## src/rtl/sprite_pkg.sv

```systemverilog
// Shared constants for the sprite engine: register map layout, ATTR bit
// positions and helpers that size the CPU address and sprite-id buses.
package sprite_pkg;

  localparam int SLOT_STRIDE = 16;

  localparam logic [3:0] OFF_X    = 4'd12;
  localparam logic [3:0] OFF_Y    = 4'd13;
  localparam logic [3:0] OFF_ATTR = 4'd14;

  localparam int ATTR_EN    = 7;
  localparam int ATTR_HFLIP = 6;
  localparam int ATTR_VFLIP = 5;

  // Byte address width: 16 bytes per slot plus one extra address for COLL.
  // A power-of-two slot count fills the slot space exactly, so COLL needs
  // one more address bit.
  function automatic int calc_addr_w(input int n);
    int w;
    w = $clog2(n) + 4;
    if ((n & (n - 1)) == 0) w = w + 1;
    return w;
  endfunction

  // Width of the winning-sprite index; never narrower than one bit.
  function automatic int calc_id_w(input int n);
    return (n > 1) ? $clog2(n) : 1;
  endfunction

endpackage

```

## src/rtl/sprite_engine_if.sv

```systemverilog
// CPU byte bus shared with the other peripherals.
//
// Handshake: there is no ready. cs is sampled on every rising clk edge.
// cs&rw commits di to addr on that edge. cs&~rw is a read request; dout
// carries the read data from that edge onward and holds it until the next
// read request. Reads of COLL have a side effect (clear), so cs must be
// held for exactly one cycle per intended read.
interface sprite_engine_if #(
  parameter int ADDR_W = 7
);
  logic              cs;
  logic              rw;
  logic [ADDR_W-1:0] addr;
  logic [7:0]        di;
  logic [7:0]        dout;

  modport master (output cs, output rw, output addr, output di, input dout);
  modport slave  (input cs, input rw, input addr, input di, output dout);
endinterface

```

## src/rtl/sprite_slot.sv

```systemverilog
// One sprite slot: its bitmap/X/Y/ATTR registers and the first pipeline
// stage (hit test, flips, bitmap lookup) for the current beam position.
module sprite_slot
  import sprite_pkg::*;
#(
  parameter int SPRITE_H   = 8,
  parameter int COLOR_BITS = 2
) (
  input  logic                  clk,
  input  logic                  reset,
  input  logic                  wr_en,
  input  logic [3:0]            off,
  input  logic [7:0]            di,
  output logic [7:0]            rd_data,
  input  logic [7:0]            hpos,
  input  logic [7:0]            vpos,
  output logic                  opaque,
  output logic [COLOR_BITS-1:0] color
);

  // 16 entries so the 4-bit offset indexes directly; only SPRITE_H are used.
  logic [7:0]            bitmap [16];
  logic [7:0]            x_pos;
  logic [7:0]            y_pos;
  logic                  attr_en;
  logic                  attr_hflip;
  logic                  attr_vflip;
  logic [COLOR_BITS-1:0] attr_color;

  logic [7:0] dx;
  logic [7:0] dy;
  logic       hit;
  logic [3:0] row;
  logic [2:0] col;
  logic [7:0] row_bits;
  logic       opaque_n;

  // Bitmap and position registers: CPU writes only, deliberately not reset.
  always_ff @(posedge clk) begin
    if (wr_en) begin
      if (off < 4'(SPRITE_H)) begin
        bitmap[off] <= di;
      end else if (off == OFF_X) begin
        x_pos <= di;
      end else if (off == OFF_Y) begin
        y_pos <= di;
      end
    end
  end

  // ATTR register; reset clears it so the slot comes up disabled.
  always_ff @(posedge clk) begin
    if (reset) begin
      attr_en    <= 1'b0;
      attr_hflip <= 1'b0;
      attr_vflip <= 1'b0;
      attr_color <= '0;
    end else if (wr_en && off == OFF_ATTR) begin
      attr_en    <= di[ATTR_EN];
      attr_hflip <= di[ATTR_HFLIP];
      attr_vflip <= di[ATTR_VFLIP];
      attr_color <= di[COLOR_BITS-1:0];
    end
  end

  // Read-back of this slot's bytes; unimplemented offsets and ATTR bits read 0.
  always_comb begin
    rd_data = 8'h00;
    if (off < 4'(SPRITE_H)) begin
      rd_data = bitmap[off];
    end else begin
      case (off)
        OFF_X: rd_data = x_pos;
        OFF_Y: rd_data = y_pos;
        OFF_ATTR: begin
          rd_data[ATTR_EN]           = attr_en;
          rd_data[ATTR_HFLIP]        = attr_hflip;
          rd_data[ATTR_VFLIP]        = attr_vflip;
          rd_data[COLOR_BITS-1:0]    = attr_color;
        end
        default: rd_data = 8'h00;
      endcase
    end
  end

  // Hit test and bitmap lookup; subtraction wraps modulo 256 on purpose so
  // sprites straddling the screen edge reappear on the other side.
  always_comb begin
    dx       = hpos - x_pos;
    dy       = vpos - y_pos;
    hit      = attr_en && (dx < 8'd8) && (dy < 8'(SPRITE_H));
    row      = attr_vflip ? (4'(SPRITE_H - 1) - dy[3:0]) : dy[3:0];
    col      = attr_hflip ? ~dx[2:0] : dx[2:0];
    row_bits = bitmap[row];
    opaque_n = hit & row_bits[col];
  end

  // Stage-1 register: per-slot opacity and colour for this beam position.
  always_ff @(posedge clk) begin
    if (reset) begin
      opaque <= 1'b0;
      color  <= '0;
    end else begin
      opaque <= opaque_n;
      color  <= attr_color;
    end
  end

endmodule

```

## src/rtl/sprite_engine.sv

```systemverilog
// Multi-sprite generator: NUM_SPRITES parallel slots, a lowest-index-wins
// priority stage, sticky collision flags and the CPU register read mux.
module sprite_engine
  import sprite_pkg::*;
#(
  parameter int NUM_SPRITES = 4,
  parameter int SPRITE_H    = 8,
  parameter int COLOR_BITS  = 2
) (
  input  logic                               clk,
  input  logic                               reset,
  sprite_engine_if.slave                     bus,
  input  logic [7:0]                         hpos,
  input  logic [7:0]                         vpos,
  input  logic                               hsync,
  input  logic                               vsync,
  output logic                               pixel,
  output logic [COLOR_BITS-1:0]              color,
  output logic [calc_id_w(NUM_SPRITES)-1:0]  sprite_id
);

  localparam int ADDR_W = calc_addr_w(NUM_SPRITES);
  localparam int ID_W   = calc_id_w(NUM_SPRITES);
  localparam int SLOT_W = ADDR_W - 4;
  localparam logic [ADDR_W-1:0] COLL_ADDR = ADDR_W'(NUM_SPRITES * SLOT_STRIDE);

  logic [SLOT_W-1:0]      slot_idx;
  logic [NUM_SPRITES-1:0] wr_en;
  logic [7:0]             slot_rd    [NUM_SPRITES];
  logic [COLOR_BITS-1:0]  slot_color [NUM_SPRITES];
  logic [NUM_SPRITES-1:0] opaque_v;

  logic                   blank_q;
  logic [NUM_SPRITES-1:0] coll;
  logic [7:0]             dout_q;

  logic                   any_opaque;
  logic                   multi_opaque;
  logic [ID_W-1:0]        win_id;
  logic [COLOR_BITS-1:0]  win_color;
  logic                   pixel_n;
  logic [COLOR_BITS-1:0]  color_n;
  logic [ID_W-1:0]        id_n;
  logic                   coll_set;
  logic                   coll_clr;
  logic                   rd_req;
  logic [7:0]             rd_mux;

  assign slot_idx = bus.addr[ADDR_W-1:4];
  assign rd_req   = bus.cs & ~bus.rw;
  assign coll_clr = rd_req && (bus.addr == COLL_ADDR);
  assign bus.dout = dout_q;

  // Slot write strobes decoded from the upper address bits.
  always_comb begin
    wr_en = '0;
    for (int s = 0; s < NUM_SPRITES; s++) begin
      wr_en[s] = bus.cs && bus.rw && (slot_idx == SLOT_W'(s));
    end
  end

  for (genvar s = 0; s < NUM_SPRITES; s++) begin : g_slot
    sprite_slot #(
      .SPRITE_H  (SPRITE_H),
      .COLOR_BITS(COLOR_BITS)
    ) u_slot (
      .clk    (clk),
      .reset  (reset),
      .wr_en  (wr_en[s]),
      .off    (bus.addr[3:0]),
      .di     (bus.di),
      .rd_data(slot_rd[s]),
      .hpos   (hpos),
      .vpos   (vpos),
      .opaque (opaque_v[s]),
      .color  (slot_color[s])
    );
  end

  // Blanking travels alongside stage 1 so it lines up with opaque_v.
  always_ff @(posedge clk) begin
    if (reset) blank_q <= 1'b0;
    else       blank_q <= hsync | vsync;
  end

  // Priority encoder (lowest index wins) and collision detection.
  always_comb begin
    win_id       = '0;
    win_color    = '0;
    any_opaque   = |opaque_v;
    multi_opaque = |(opaque_v & (opaque_v - 1'b1));
    for (int s = NUM_SPRITES - 1; s >= 0; s--) begin
      if (opaque_v[s]) begin
        win_id    = ID_W'(s);
        win_color = slot_color[s];
      end
    end
    pixel_n  = any_opaque & ~blank_q;
    color_n  = pixel_n ? win_color : '0;
    id_n     = pixel_n ? win_id : '0;
    coll_set = ~blank_q & multi_opaque;
  end

  // Stage-2 register: the visible pixel outputs.
  always_ff @(posedge clk) begin
    if (reset) begin
      pixel     <= 1'b0;
      color     <= '0;
      sprite_id <= '0;
    end else begin
      pixel     <= pixel_n;
      color     <= color_n;
      sprite_id <= id_n;
    end
  end

  // Sticky collision flags; a COLL read clears them but a collision seen in
  // the same cycle is OR-ed in after the clear so it is never dropped.
  always_ff @(posedge clk) begin
    if (reset) coll <= '0;
    else       coll <= (coll_clr ? '0 : coll) | (coll_set ? opaque_v : '0);
  end

  // Register read mux: slot bytes, COLL, everything else reads 0.
  always_comb begin
    rd_mux = 8'h00;
    if (bus.addr == COLL_ADDR) begin
      rd_mux[NUM_SPRITES-1:0] = coll;
    end else begin
      for (int s = 0; s < NUM_SPRITES; s++) begin
        if (slot_idx == SLOT_W'(s)) rd_mux = slot_rd[s];
      end
    end
  end

  // Registered read data; holds between reads.
  always_ff @(posedge clk) begin
    if (reset)       dout_q <= 8'h00;
    else if (rd_req) dout_q <= rd_mux;
  end

endmodule

```

## src/flat_wrapper.sv

```systemverilog
// flat-port wrapper written by rule: the top's interface ports become plain ports
module sprite_engine_flat import sprite_pkg::*;
#(
  parameter int NUM_SPRITES = 4,
  parameter int SPRITE_H    = 8,
  parameter int COLOR_BITS  = 2
)
  (clk, reset, hpos, vpos, hsync, vsync, pixel, color, sprite_id, bus_cs, bus_rw, bus_addr, bus_di, bus_dout);
  sprite_engine_if bus_i ();
  input  logic clk;
  input  logic reset;
  input  logic [7:0] hpos;
  input  logic [7:0] vpos;
  input  logic hsync;
  input  logic vsync;
  output logic pixel;
  output logic [COLOR_BITS-1:0] color;
  output logic [calc_id_w(NUM_SPRITES)-1:0] sprite_id;
  input wire logic [$bits(bus_i.cs)-1:0] bus_cs;
  input wire logic [$bits(bus_i.rw)-1:0] bus_rw;
  input wire logic [$bits(bus_i.addr)-1:0] bus_addr;
  input wire logic [$bits(bus_i.di)-1:0] bus_di;
  output wire logic [$bits(bus_i.dout)-1:0] bus_dout;
  assign bus_i.cs = bus_cs;
  assign bus_i.rw = bus_rw;
  assign bus_i.addr = bus_addr;
  assign bus_i.di = bus_di;
  assign bus_dout = bus_i.dout;
  sprite_engine #(.NUM_SPRITES(NUM_SPRITES), .SPRITE_H(SPRITE_H), .COLOR_BITS(COLOR_BITS)) u_core (.clk(clk), .reset(reset), .bus(bus_i), .hpos(hpos), .vpos(vpos), .hsync(hsync), .vsync(vsync), .pixel(pixel), .color(color), .sprite_id(sprite_id));
endmodule
```

## config.mk

```make
export PLATFORM = sky130hd
export DESIGN_NAME = sprite_engine_flat
export DESIGN_NICKNAME = d
export VERILOG_FILES = /design/src/rtl/sprite_pkg.sv /design/src/rtl/sprite_engine_if.sv /design/src/rtl/sprite_slot.sv /design/src/rtl/sprite_engine.sv /design/src/flat_wrapper.sv
export SDC_FILE = /design/constraint.sdc
export NUM_CORES = 1
export LEC_CHECK = 0
export ABC_CLOCK_PERIOD_IN_PS = 9900
export BUFFER_PORTS_ARGS = -buffer_cell sky130_fd_sc_hd__buf_2
export CORE_AREA = 3 3 294 296
export CTS_BUF_LIST = sky130_fd_sc_hd__clkbuf_4 sky130_fd_sc_hd__clkbuf_8
export CTS_CLUSTER_SIZE = 20
export DETAILED_ROUTE_END_ITERATION = 6
export DIE_AREA = 0 0 297 299
export PLACE_DENSITY_LB_ADDON = 0.05
export SETUP_SLACK_MARGIN = 0.2
export SYNTH_ARGS = -nofsm -noshare
export SYNTH_HDL_FRONTEND = slang
export SYNTH_SLANG_ARGS = --single-unit
```

## constraint.sdc

```tcl
create_clock -name clk -period 9.9 [get_ports clk]
set_input_delay 2.97 -clock clk [delete_from_list [all_inputs] [get_ports clk]]
set_output_delay 2.97 -clock clk [all_outputs]
set_load 0.05 [all_outputs]
```

# After elaboration in Yosys (flattened, before gate mapping)

Memories as Yosys holds them, arrays and structs flattened.
Cells that the tools add are included.

Flip-flop bits (word level): 114
Output and inout bits: 13
Memories: 4
Bits of input ports: 37
Word-level logic and storage cells: 183
Bits in writable memories: 512

Reductions and logical operators: 32
Bitwise operators: 19
Equality and inequality tests: 7
Order comparisons: 13
Add/sub/neg operators: 13
Multiplexer cells: 56

Memories:

| name                           | words | bits a word | rd ports | clocked after memory_dff | wr ports | line              | text |
|---|---|---|---|---|---|---|---|
| u_core.g_slot[0].u_slot.bitmap | 16    | 8           | 2        | 0                        | 1        | sprite_slot.sv:22 | `logic [7:0] bitmap [16];` |
| u_core.g_slot[1].u_slot.bitmap | 16    | 8           | 2        | 0                        | 1        | sprite_slot.sv:22 |  |
| u_core.g_slot[2].u_slot.bitmap | 16    | 8           | 2        | 0                        | 1        | sprite_slot.sv:22 |  |
| u_core.g_slot[3].u_slot.bitmap | 16    | 8           | 2        | 0                        | 1        | sprite_slot.sv:22 |  |

Operator list:

| operator                                             | number |
|---|---|
| < comparator 8 x 4 -> 1 bit (second input constant)  | 8 |
| 2-to-1 mux 8 bit                                     | 8 |
| subtractor 8 bit                                     | 8 |
| case mux 3 bit (3 select lines)                      | 4 |
| 2-to-1 mux 4 bit                                     | 8 |
| case mux 2 bit (3 select lines)                      | 4 |
| case mux 3 bit (2 select lines)                      | 4 |
| logical AND 1 bit                                    | 18 |
| < comparator 3 x 4 -> 1 bit (second input constant)  | 4 |
| AND reduction 4 bit                                  | 4 |
| subtractor 3 x 4 -> 4 bit (first input constant)     | 4 |
| 2-to-1 mux 1 bit                                     | 14 |
| binary-select mux 1 bit (select 3 bit)               | 4 |
| equality test 4 bit (second input constant)          | 3 |
| 2-to-1 mux 2 bit                                     | 6 |
| 2-to-1 mux 3 bit                                     | 4 |
| NOT 3 bit                                            | 4 |
| AND reduction 3 bit                                  | 4 |
| OR reduction 4 bit                                   | 3 |
| bitwise AND 1 bit                                    | 7 |
| equality test 7 bit (second input constant)          | 1 |
| equality test 3 x 2 -> 1 bit (second input constant) | 2 |
| NOT 1 bit                                            | 5 |
| bitwise AND 4 bit                                    | 1 |
| 8 further kinds                                      | 8 |

# Depth between registers and ports, before layout

Gate-level depths: netlist of the first run.

Word-level depth: 8
Mapped depth: 14
Gate-level depth less buffers: 12

# Modules after synthesis

A second synthesis of the first run with hierarchy kept.

Cell total of the unflattened synthesis: 1850
Area total of the unflattened synthesis: 30070.1 um2

By module, submodules not included:

| module                                     | cells each | instances | seq. area each (um2) | area each (um2) |
|---|---|---|---|---|
| sprite_slot at u_core.g_slot[2].u_slot ... | 444        | 2         | 4484.3               | 7302.0 |
| sprite_slot at u_core.g_slot[0].u_slot     | 430        | 1         | 4484.3               | 7245.7 |
| sprite_slot at u_core.g_slot[1].u_slot     | 430        | 1         | 4484.3               | 7216.9 |
| sprite_engine                              | 102        | 1         | 360.3                | 1003.5 |

# Worst setup path before layout of the first run

Ideal clock, no wire load.

Path kind: input port to flip-flop
Start: input vpos[0]
End: register u_core.g_slot[1].u_slot.opaque
Stages on the path: 13
Arrival time: 5.854 ns
Path slack: 3.930 ns
Data required time: 9.785 ns
Library setup time: 0.115 ns
Buffers on the path: 3
Cells stage by stage: inv_1 ha_1 inv_1 fa_1 xor2_1 buf_4 clkbuf_1 buf_2 mux4_2 mux2_2 o221ai_1 nand4_1 and3_1

Longest elaborated chain between the ends: 7
Elaborated cells between the ends (all ways): 9
Those cells by class: 2 x add/sub; 1 x order compare; 3 x mux; 1 x bitwise; 1 x reduce/logical; 1 x memory

RTL lines:

| what                                   | line               | text |
|---|---|---|
| start: declaration                     | flat_wrapper.sv:13 | `input logic [7:0] vpos;` |
| subtractor 8 bit *                     | sprite_slot.sv:90  | `dy = vpos - y_pos;` |
| subtractor 3 x 4 -> 4 bit              | sprite_slot.sv:92  | `row = attr_vflip ? (4'(SPRITE_H - 1) - dy[3:0]) : dy[3:0];` |
| 2-to-1 mux 4 bit                       | sprite_slot.sv:92  |  |
| memory read (16 x 8 bit)               | --                 |  |
| binary-select mux 1 bit (select 3 bit) | sprite_slot.sv:95  | `opaque_n = hit & row_bits[col];` |
| 2-to-1 mux 1 bit (implied by the code) | sprite_slot.sv:95  |  |
| bitwise AND 1 bit *                    | sprite_slot.sv:95  |  |
| end signal: assignment                 | sprite_slot.sv:104 | `opaque <= opaque_n;` |
| end: declaration                       | sprite_slot.sv:17  | `output logic opaque,` |

Every way passes the cells marked *; elsewhere a longest branch is shown, timed or not. The select of a mux whose other input is x is not followed.
A chain may end at the register's enable or synchronous reset.

# Worst setup path after layout of the first run

Same ends and word-level chain as after synthesis.

==> impl_metrics.tcl, run 1 <==
set metrics [dict create \
    cts_sinks 626 \
    postCtsSetupRepairBufs 0 \
    required_ns 10.50 \
    cts.clk_slew.worst_paths_ns 0.06 \
    initial_utilization_pct 34.9 \
    finalSetupTns_ns 0 \
    grt_usage_pct 18.9 \
    synth_compound_area_share_pct 6.61 \
    powerDensity_nw_per_um2 173 \
    final_common_cell "edfxtp_1" \
    synth-seq-cells 626 \
    busiest_layer "met2" \
    cts_buffers 110 \
    skew_ns 0.0439 \
    yosys_warnings 0 \
    status "finished, final reports clean" \
    ys_seq_area_share_pct 62.5 \
    drc_errors 0 \
    gr-usage-met2_pct 29.9 \
    critPathLaunchType "input port" \
    hpwl_um 53100 \
    synth_top_family_by_area "multiplexers" \
    port_buffers 49 \
    ant_nets 0 \
    drive_above_1_share_pct 21.8 \
    vdd_drop_max_v 0.0000899 \
    yosysUniqueCellTypes 70 \
    syn_area_per_cell_um2 16.3 \
    power_switching_mw 1.43 \
    antenna_found_initial 7 \
    rows 106 \
    cap_violations 0 \
    drt_iter0_markers 1481 \
    p_leak_nw 12.0 \
    synth_area_leaders "edfxtp_1 (59%), mux4_2 (15%), dfxtp_1 (3.4%)" \
    combinationalPowerShare_pct 9.7 \
    clock.fmax_ghz 0.163 \
    clockRootBuffer "clkbuf_8" \
    slew_headroom_pct 20.5 \
    core-area_um2 83800 \
    end_kind "register" \
    critPathMaxFanout 25 \
    mappedNetlistArea_um2 29300 \
    gr-usage-met3_pct 4.65 \
    worstPathArrival_ns 6.75 \
    gp_congestion 0.870 \
    synth-simple-area-share_pct 5.16 \
    layout_common_cells "edfxtp_1 (576), conb_1 (256), mux4_2 (190)" \
    synthAdderAreaFrac_pct 3.11 \
    synth_edf_count 576 \
    cts_resized 0 \
    worst-setup-path-type "in2reg" \
    clock_latency_ns 0.72 \
    async_flop_share_pct 0 \
    clkPwrFrac_pct 39.2 \
    wirelength_um 84000 \
    synth_xor_area_share_pct 1.67 \
    via_count 17600 \
    seqPwrFrac_pct 51.0 \
    grt_first_pass_wirelength_um 123000 \
    drv_slew 0 \
    grt_max_degree 77 \
    holdBufCountCts 0 \
    fill_cells 7911 \
    synthFlopType "edfxtp_1" \
    finalCritPeriodShare_pct 62.1 \
    clk_path_buf_depth 3 \
    dr.pass1.iters 6 \
    wl_per_cell_um 24.9 \
    nNetsFinal 2268 \
    p_int_mw 4.47 \
    hold_path.class "reg2reg" \
    use_met1_pct 26.2 \
    pin_count 50 \
    area_delta_synth_final_pct 16.3 \
    fin_ws_ns 3.75 \
    place_ws_ns 3.03 \
    grt.overflow.total 0 \
    yosysTopAreaCellShare_pct 59.1 \
    grt_pass1_vias 18000 \
    finalHoldViolations 0 \
    h-tree-depth 3 \
    synth_top_cell_by_area "edfxtp_1" \
    cts_tree "yes" \
    finalCriticalPeriod_ns 6.15 \
    finalSetupViolCount 0 \
    die_area_um2 88800 \
    swShare_pct 24.3 \
    die_width_um 297 \
    syn_inst 1797 \
    worst_pin_slew_ns 1.16 \
    synth_mux_area_share_pct 18.5 \
    via_per_inst 5.19 \
    rsz0062_at_grt "no" \
    fp.dieH_um 299 \
]
-- final timing paths --
check	startpoint	to	slack, ns	cells after the start
hold / removal	u_core.g_slot[2].u_slot.attr_color[0]	u_core.g_slot[2].u_slot.color[0]	0.48	1
setup reg to reg	u_core.g_slot[1].u_slot.y_pos[0]	u_core.g_slot[1].u_slot.opaque	6.14	11
hold reg to reg	u_core.g_slot[2].u_slot.attr_color[0]	u_core.g_slot[2].u_slot.color[0]	0.48	1
setup / recovery	vpos[0]	u_core.g_slot[1].u_slot.opaque	3.75	13
-- metrics by stage --
step | hold slack, ns | total power [mW] | area (um^2) | instances | utilization [%]
global route | 0.484 | 6.17 | 34000 | 3380 | 40.6
detailed placement | 0.476 | 3.65 | 31900 | 3185 | 38.1
finish | 0.477 | 5.90 | 34000 | 3381 | 40.6
CTS | 0.482 | 6.00 | 34000 | 3379 | 40.6
global placement | 0.475 | 3.64 | 31900 | 3185 | 38.1
floorplan | 0.454 | 3.43 | 30200 | 2052 | -
-- cell usage after synthesis, types with 7 or more instances --
cell type  number
edfxtp_1      576
mux2i_1        64
fa_1            8
a22oi_1        21
xor2_1         20
dfxtp_1        50
a222oi_1        7
o211ai_1       12
a21oi_1        71
nand3_1        19
a221oi_1       15
clkbuf_1       53
nor3_1         29
ha_1           60
nand2_1        75
nor2_1         91
nor2b_1        31
or3_1           7
nand2b_1       11
nand4_1         7
inv_1          76
o221ai_1       12
nor3b_1        10
mux2_2         13
a211oi_1       19
buf_6           8
xnor2_1        34
o21ai_0        64
buf_1           7
mux4_2        190
buf_2          16
a21o_1         12
o22ai_1         9
mux4_1         13
-- area by class of cell --
type,instances,area (um^2),share of cell area (%)
well taps,1134,1420,4.17
clock inverters,37,208,0.610
multi-input cells,1259,11400,33.4
diodes,2,5.00,0.0147
repair buffers,89,551,1.62
flip-flops and latches,626,18300,53.7
clock buffers,157,1890,5.56
inverters,77,289,0.849
-- registers in the layout, indices dropped and copies added (netlist names) --
signal	flops
u_core.bus.dout	8
u_core.g_slot.u_slot.attr_vflip	4
u_core.g_slot.u_slot.bitmap	512
u_core.g_slot.u_slot.x_pos	32
u_core.g_slot.u_slot.color	8
u_core.g_slot.u_slot.y_pos	32
u_core.coll	4
u_core.color	2
u_core.g_slot.u_slot.attr_hflip	4
u_core.pixel	1
u_core.g_slot.u_slot.opaque	4
u_core.sprite_id	2
u_core.g_slot.u_slot.attr_en	4
u_core.g_slot.u_slot.attr_color	8
u_core.blank_q	1
-- power groups by stage --
stage	clock (mW)	combinational (mW)	sequential (mW)
2_1_floorplan	0	0.367	3.06
3_3_place_gp	0	0.576	3.07
3_5_place_dp	0	0.580	3.07
4_1_cts	2.41	0.582	3.01
5_1_grt	2.52	0.625	3.02
6_report	2.32	0.573	3.01
-- logic make-up after synthesis --
group / Yosys count
xor gates and xnor gates: 55
and+or+nand+nor: 310
other: 1
DFF: 626
muxes: 280
adders and majority gates: 68
AOI/OAI and AO/OA: 290
buffers and inverters: 167
-- metal layers --
metal	vias to the layer above	part of all wire [%]
met4	0	2.3
li1	7769	-
met5	-	0
met1	9084	44
met3	139	7.2
met2	559	46
-- critical path: stages --
cell and delay [ns]:
buf_2 0.10, inv_1 0.35, ha_1 0.25, inv_1 0.05, fa_1 0.58, xor2_4 0.38, buf_4 0.45, mux4_2 0.36
mux2_2 0.28, o221ai_1 0.21, nand2_1 0.07, or4_1 0.51, and3_1 0.18
(Power assumes the default switching activity.)
==> run 2: changes to the inputs <==
--- a/config.mk
+++ b/config.mk
@@ -5,7 +5,7 @@
 export SDC_FILE = /design/constraint.sdc
 export NUM_CORES = 1
 export LEC_CHECK = 0
-export ABC_CLOCK_PERIOD_IN_PS = 9900
+export ABC_CLOCK_PERIOD_IN_PS = 6100
 export BUFFER_PORTS_ARGS = -buffer_cell sky130_fd_sc_hd__buf_2
 export CORE_AREA = 3 3 294 296
 export CTS_BUF_LIST = sky130_fd_sc_hd__clkbuf_4 sky130_fd_sc_hd__clkbuf_8
==> constraint.sdc (replaced) <==
create_clock -name clk -period 6.1 [get_ports clk]
set_input_delay 1.83 -clock clk [delete_from_list [all_inputs] [get_ports clk]]
set_output_delay 1.83 -clock clk [all_outputs]
set_load 0.05 [all_outputs]
==> run 2 against run 1 <==
Worst hold slack improved by 0.010 ns. Non-clock buffer count increased by 33. Sequential power increased by 62%. Die area is the same. Clock-buffer cell count shrank 3. Clock power grew 67%. Sequential share of layout area is 0.72 points lower. Total power up 65%. Register-to-register slack got worse by 3.6 ns. Sequential cell count unchanged. Clock skew fell by 0.0090 ns. First-iteration DRC count increased by 22%.
==> impl_metrics.tcl, run 2 (synthesis results as in run 1) <==
set metrics [dict create \
    status "finished, final reports clean" \
    grt_pass1_vias 18200 \
    place_ws_ns 0.649 \
    postCtsSetupRepairBufs 0 \
    finalCritPeriodShare_pct 79.1 \
    end_kind "register" \
    cpPeakStageDelay_ns 0.57 \
    initial_utilization_pct 34.9 \
    drive_above_1_share_pct 22.8 \
    clock.fmax_ghz 0.207 \
    clockRootBuffer "clkbuf_8" \
    power_mw 9.73 \
    antenna_found_initial 5 \
    finalHoldViolations 0 \
    fp.dieH_um 299 \
    grt.overflow.total 0 \
    required_ns 6.65 \
    top_register "u_core.g_slot.u_slot.bitmap" \
    wl_per_cell_um 25.2 \
    multiInputGateArea_um2 11400 \
    fill_cells 7856 \
    cp_top_family "multiplexers" \
    h-tree-depth 3 \
    gp_congestion 0.837 \
    final-seq-area_um2 18300 \
    wirelength_um 86300 \
    holdBufCountCts 0 \
    die_width_um 297 \
    largest_register_ff_count 512 \
    port_buffers 49 \
    area_delta_synth_final_pct 17.8 \
    p_leak_nw 12.2 \
    grt_first_pass_wirelength_um 125000 \
    slowest_stage "fa_1" \
    cts_resized 0 \
    drt_iter0_markers 1805 \
    cts.clk_slew.worst_paths_ns 0.07 \
    fin_area_um2 34500 \
    cts_buffers 109 \
    powerDensity_nw_per_um2 282 \
    cap_violations 0 \
    skew_ns 0.0349 \
    ant_nets 0 \
    holdWs_ns 0.487 \
    crit_buf_inv 4 \
    final_common_cell "edfxtp_1" \
    via_per_inst 5.17 \
    slew_headroom_pct 22.5 \
    clk_path_buf_depth 3 \
    critPathLaunchType "input port" \
    worstPathArrival_ns 5.37 \
    cts_sinks 626 \
    finalSetupViolCount 0 \
    top_regs "u_core.g_slot.u_slot.bitmap: 512 flops, u_core.g_slot.u_slot.x_pos: 32 flops, u_core.g_slot.u_slot.y_pos: 32 flops" \
    via_count 17700 \
    clock_latency_ns 0.71 \
    layout_common_cells "edfxtp_1 (576), conb_1 (256), mux4_2 (190)" \
    finalCriticalPeriod_ns 4.83 \
    grt_max_degree 66 \
    pin_count 50 \
    drc_errors 0 \
    grt_usage_pct 19.4 \
    hold_path.class "reg2reg" \
    crit_path_cell_trace "buf_2 > inv_1 > ha_1 > inv_1 > fa_1 > xor2_4 > buf_12 > mux4_2 > mux2i_1 > mux4_2 > nor3_1 > nor4_1 > a2111oi_2" \
    finalSetupTns_ns 0 \
    worst_pin_slew_ns 1.16 \
    cts_tree "yes" \
    vdd_drop_max_v 0.000135 \
    drv_slew 0 \
    core-area_um2 83800 \
    die_area_um2 88800 \
    dpl_cell_area_um2 32300 \
    critPathMaxFanout 32 \
    worst-setup-path-type "in2reg" \
    rows 106 \
    fin_ws_ns 1.27 \
    nNetsFinal 2300 \
    rsz0062_at_grt "no" \
    dr.pass1.iters 7 \
    hpwl_um 56800 \
]
run 2: changes by cell type in the layout (fill, tap and decap cells not counted), moves of 4 or more:
| cell | previous run | this run |
|---|---|---|
| buf_12 | 0 | 10 |
| clkbuf_4 | 43 | 39 |
| clkinv_1 | 23 | 33 |
| buf_4 | 42 | 65 |
run 2: final timing paths:
path	from	end	slack [ns]	cells past startpoint
hold / removal	u_core.g_slot[0].u_slot.attr_color[0]	u_core.g_slot[0].u_slot.color[0]	0.49	1
setup / recovery	vpos[0]	u_core.g_slot[2].u_slot.opaque	1.27	13
hold reg to reg	u_core.g_slot[0].u_slot.attr_color[0]	u_core.g_slot[0].u_slot.color[0]	0.49	1
setup reg to reg	u_core.g_slot[2].u_slot.y_pos[0]	u_core.g_slot[2].u_slot.opaque	2.56	11
run 2: area by class of cell:
cell class                 instances  share of cell area [%]
multi-input combinational       1259                    33.0
clock inverter                    51                   0.928
tap                             1134                    4.11
antenna                            4                  0.0290
clock buffer                     154                    5.44
timing repair buffer             122                    2.68
inverter                          77                   0.838
sequential                       626                    53.0
run 2: per-layer routing:
metal  GRT usage, %  vias to the layer above  share of wire (%)
li1               -                     7837                  -
met1           27.1                     9191                 45
met2           30.5                      566                 46
met3           4.22                      133                6.5
met4           5.47                        4                2.3
met5              0                        -              0.028
run 2: where the power goes:
group / switching [mW] / internal [mW] / leakage [nW] / total (mW)
clock network: 1.77 / 2.11 / 1.17 / 3.88
registers: 0.0403 / 4.85 / 5.78 / 4.89
logic: 0.567 / 0.392 / 5.28 / 0.959
run 2: stage by stage:
stage                     util, %  instances
after floorplan                 -       2052
after global placement       38.5       3218
after detailed placement     38.5       3218
after CTS                    41.2       3423
after global routing         41.2       3425
final                        41.2       3427
==> run 3: changes to the inputs <==
--- a/config.mk
+++ b/config.mk
@@ -5,7 +5,7 @@
 export SDC_FILE = /design/constraint.sdc
 export NUM_CORES = 1
 export LEC_CHECK = 0
-export ABC_CLOCK_PERIOD_IN_PS = 6100
+export ABC_CLOCK_PERIOD_IN_PS = 4800
 export BUFFER_PORTS_ARGS = -buffer_cell sky130_fd_sc_hd__buf_2
 export CORE_AREA = 3 3 294 296
 export CTS_BUF_LIST = sky130_fd_sc_hd__clkbuf_4 sky130_fd_sc_hd__clkbuf_8
==> constraint.sdc (replaced) <==
create_clock -name clk -period 4.8 [get_ports clk]
set_input_delay 1.44 -clock clk [delete_from_list [all_inputs] [get_ports clk]]
set_output_delay 1.44 -clock clk [all_outputs]
set_load 0.05 [all_outputs]
==> run 3 against run 2 <==
Clock-buffer cell count shrank 7. Total power increased by 27%. Final area is 1.6% higher. Sequential power rose by 27%. Critical endpoint unchanged.
==> impl_metrics.tcl, run 3 (synthesis results as in run 1) <==
set metrics [dict create \
    status "finished, final reports clean" \
    grt_first_pass_wirelength_um 126000 \
    clock_latency_ns 0.74 \
    crit_buf_inv 7 \
    nNetsFinal 2369 \
    drv_slew 0 \
    worstHoldPathCells 2 \
    postCtsSetupRepairBufs 0 \
    finalCritPeriodShare_pct 85.6 \
    holdBufCountCts 0 \
    reg2reg_from "u_core.g_slot[2].u_slot.y_pos[0]" \
    required_ns 5.40 \
    place_ws_ns -0.0600 \
    end_kind "register" \
    grt_pass1_vias 18400 \
    worstPathArrival_ns 4.71 \
    skew_ns 0.0316 \
    p_leak_nw 12.6 \
    die_width_um 297 \
    rrSetupSlack_ns 1.31 \
    crit_path_cell_trace "buf_2 > inv_1 > buf_12 > ha_1 > inv_1 > fa_1 > xor2_4 > buf_12 > buf_12 > mux4_2 > mux2i_1 > mux4_2 > nor3_1 > nor4_1 > buf_4 > a2111oi_2" \
    fp.dieH_um 299 \
    final_util_pct 41.8 \
    gp_congestion 0.855 \
    wl_per_cell_um 24.7 \
    grt_usage_pct 19.4 \
    grt_max_degree 77 \
    combinationalPowerShare_pct 10.4 \
    worst-setup-path-type "in2reg" \
    cts.clk_slew.worst_paths_ns 0.06 \
    final_common_cell "edfxtp_1" \
    cp_top_family "buffers and inverters" \
    port_buffers 49 \
    drive_above_1_share_pct 25.1 \
    r2r.worst_path.cells 13 \
    pin_count 50 \
    power_switching_mw 3.08 \
    clockRootBuffer "clkbuf_8" \
    finalNonFillerCells 3492 \
    powerDensity_nw_per_um2 351 \
    cpPeakStageDelay_ns 0.59 \
    vdd_drop_max_v 0.000195 \
    drt_iter0_markers 1398 \
    slowest_stage "fa_1" \
    core-area_um2 83800 \
    dr.pass1.iters 5 \
    antenna_found_initial 7 \
    layout_common_cells "edfxtp_1 (576), conb_1 (256), mux4_2 (190)" \
    hold_path.class "reg2reg" \
    cap_violations 0 \
    seqPwrFrac_pct 50.5 \
    critPathLaunchType "input port" \
    initial_utilization_pct 34.9 \
    worst_pin_slew_ns 1.07 \
    largest_register_ff_count 512 \
    cts_tree "yes" \
    top_register "u_core.g_slot.u_slot.bitmap" \
    critPathMaxFanout 17 \
    min-delay-start "u_core.g_slot[3].u_slot.attr_color[0]" \
    top_regs "u_core.g_slot.u_slot.bitmap: 512 flops, u_core.g_slot.u_slot.x_pos: 32 flops, u_core.g_slot.u_slot.y_pos: 32 flops" \
    slew_headroom_pct 28.8 \
    via_count 17800 \
    clkPwrFrac_pct 39.2 \
    via_per_inst 5.11 \
    finalHoldViolations 0 \
    hpwl_um 57900 \
    finalCriticalPeriod_ns 4.11 \
    power_mw 12.3 \
    drc_errors 0 \
    crit_cells 16 \
    rows 106 \
    fin_ws_ns 0.689 \
    swShare_pct 25.0 \
    cts_resized 0 \
    grt.overflow.total 0 \
    cts_buffers 111 \
    wirelength_um 86100 \
    reg2reg_to "u_core.g_slot[2].u_slot.opaque" \
    hold_end "u_core.g_slot[3].u_slot.attr_color[0]" \
    finalSetupViolCount 0 \
    clock.fmax_ghz 0.243 \
    holdWs_ns 0.508 \
    ant_nets 0 \
    crit_top_cell "buf_12" \
    dp_cells 3285 \
    clk_path_buf_depth 3 \
    die_area_um2 88800 \
    h-tree-depth 3 \
    p_int_mw 9.23 \
    cts_sinks 626 \
    area_delta_synth_final_pct 19.7 \
    rsz0062_at_grt "no" \
]
==> run 3: cell count changes in the layout (fill, tap and decap cells not counted), moves of 4 or more <==
cell / before / now
clkbuf_4: 39 / 35
buf_12: 10 / 19
buf_4: 65 / 124
clkinv_1: 33 / 26
clkinv_2: 11 / 21
==> run 3: routing by layer <==
metal  GRT usage, %  up-vias  share of wire, %
met5              0        -             0.015
met4           5.29        2               2.1
met3           4.66      123               6.8
met2           29.9      554                45
met1           27.5     9173                46
li1               -     7984                 -
==> run 3: worst max path at each step <==
stage                  from                             end  slack, ns
floorplan           vpos[0]  u_core.g_slot[1].u_slot.opaque       0.36
global placement    vpos[0]  u_core.g_slot[2].u_slot.opaque      -0.04
detailed placement  vpos[0]  u_core.g_slot[2].u_slot.opaque      -0.06
CTS                 vpos[0]  u_core.g_slot[2].u_slot.opaque       0.73
global route        vpos[0]  u_core.g_slot[2].u_slot.opaque       0.59
finish              vpos[0]  u_core.g_slot[2].u_slot.opaque       0.69
==> run 3: final cells by class <==
| cell class | count | area, um^2 |
|---|---|---|
| clock inverter | 55 | 329 |
| tap | 1134 | 1420 |
| antenna | 5 | 12.5 |
| inverter | 77 | 289 |
| timing repair buffer | 189 | 1540 |
| fill | 7852 | 48800 |
| clock buffer | 147 | 1800 |
| multi-input combinational | 1259 | 11400 |
| sequential | 626 | 18300 |
==> run 3: power groups by stage <==
stage | logic, mW | clock network (mW) | registers, mW
6_report | 1.28 | 4.82 | 6.21
5_1_grt | 1.38 | 5.27 | 6.23
4_1_cts | 1.29 | 5.02 | 6.22
3_5_place_dp | 1.29 | 0 | 6.33
3_3_place_gp | 1.28 | 0 | 6.32
2_1_floorplan | 0.757 | 0 | 6.31
==> run 3: per-stage QoR <==
| stage | cell area [um^2] | TNS, ns |
|---|---|---|
| 6_report | 35100 | 0 |
| 4_1_cts | 35000 | 0 |
| 2_1_floorplan | 30200 | 0 |
| 3_5_place_dp | 32900 | -0.0600 |
| 3_3_place_gp | 32900 | -0.0357 |
| 5_1_grt | 35000 | 0 |
==> run 3: tightest hold or removal path: stages (launching register included) <==
cell     delay [ns]
dfxtp_1        0.32
o21ai_0        0.07
a21oi_1        0.06
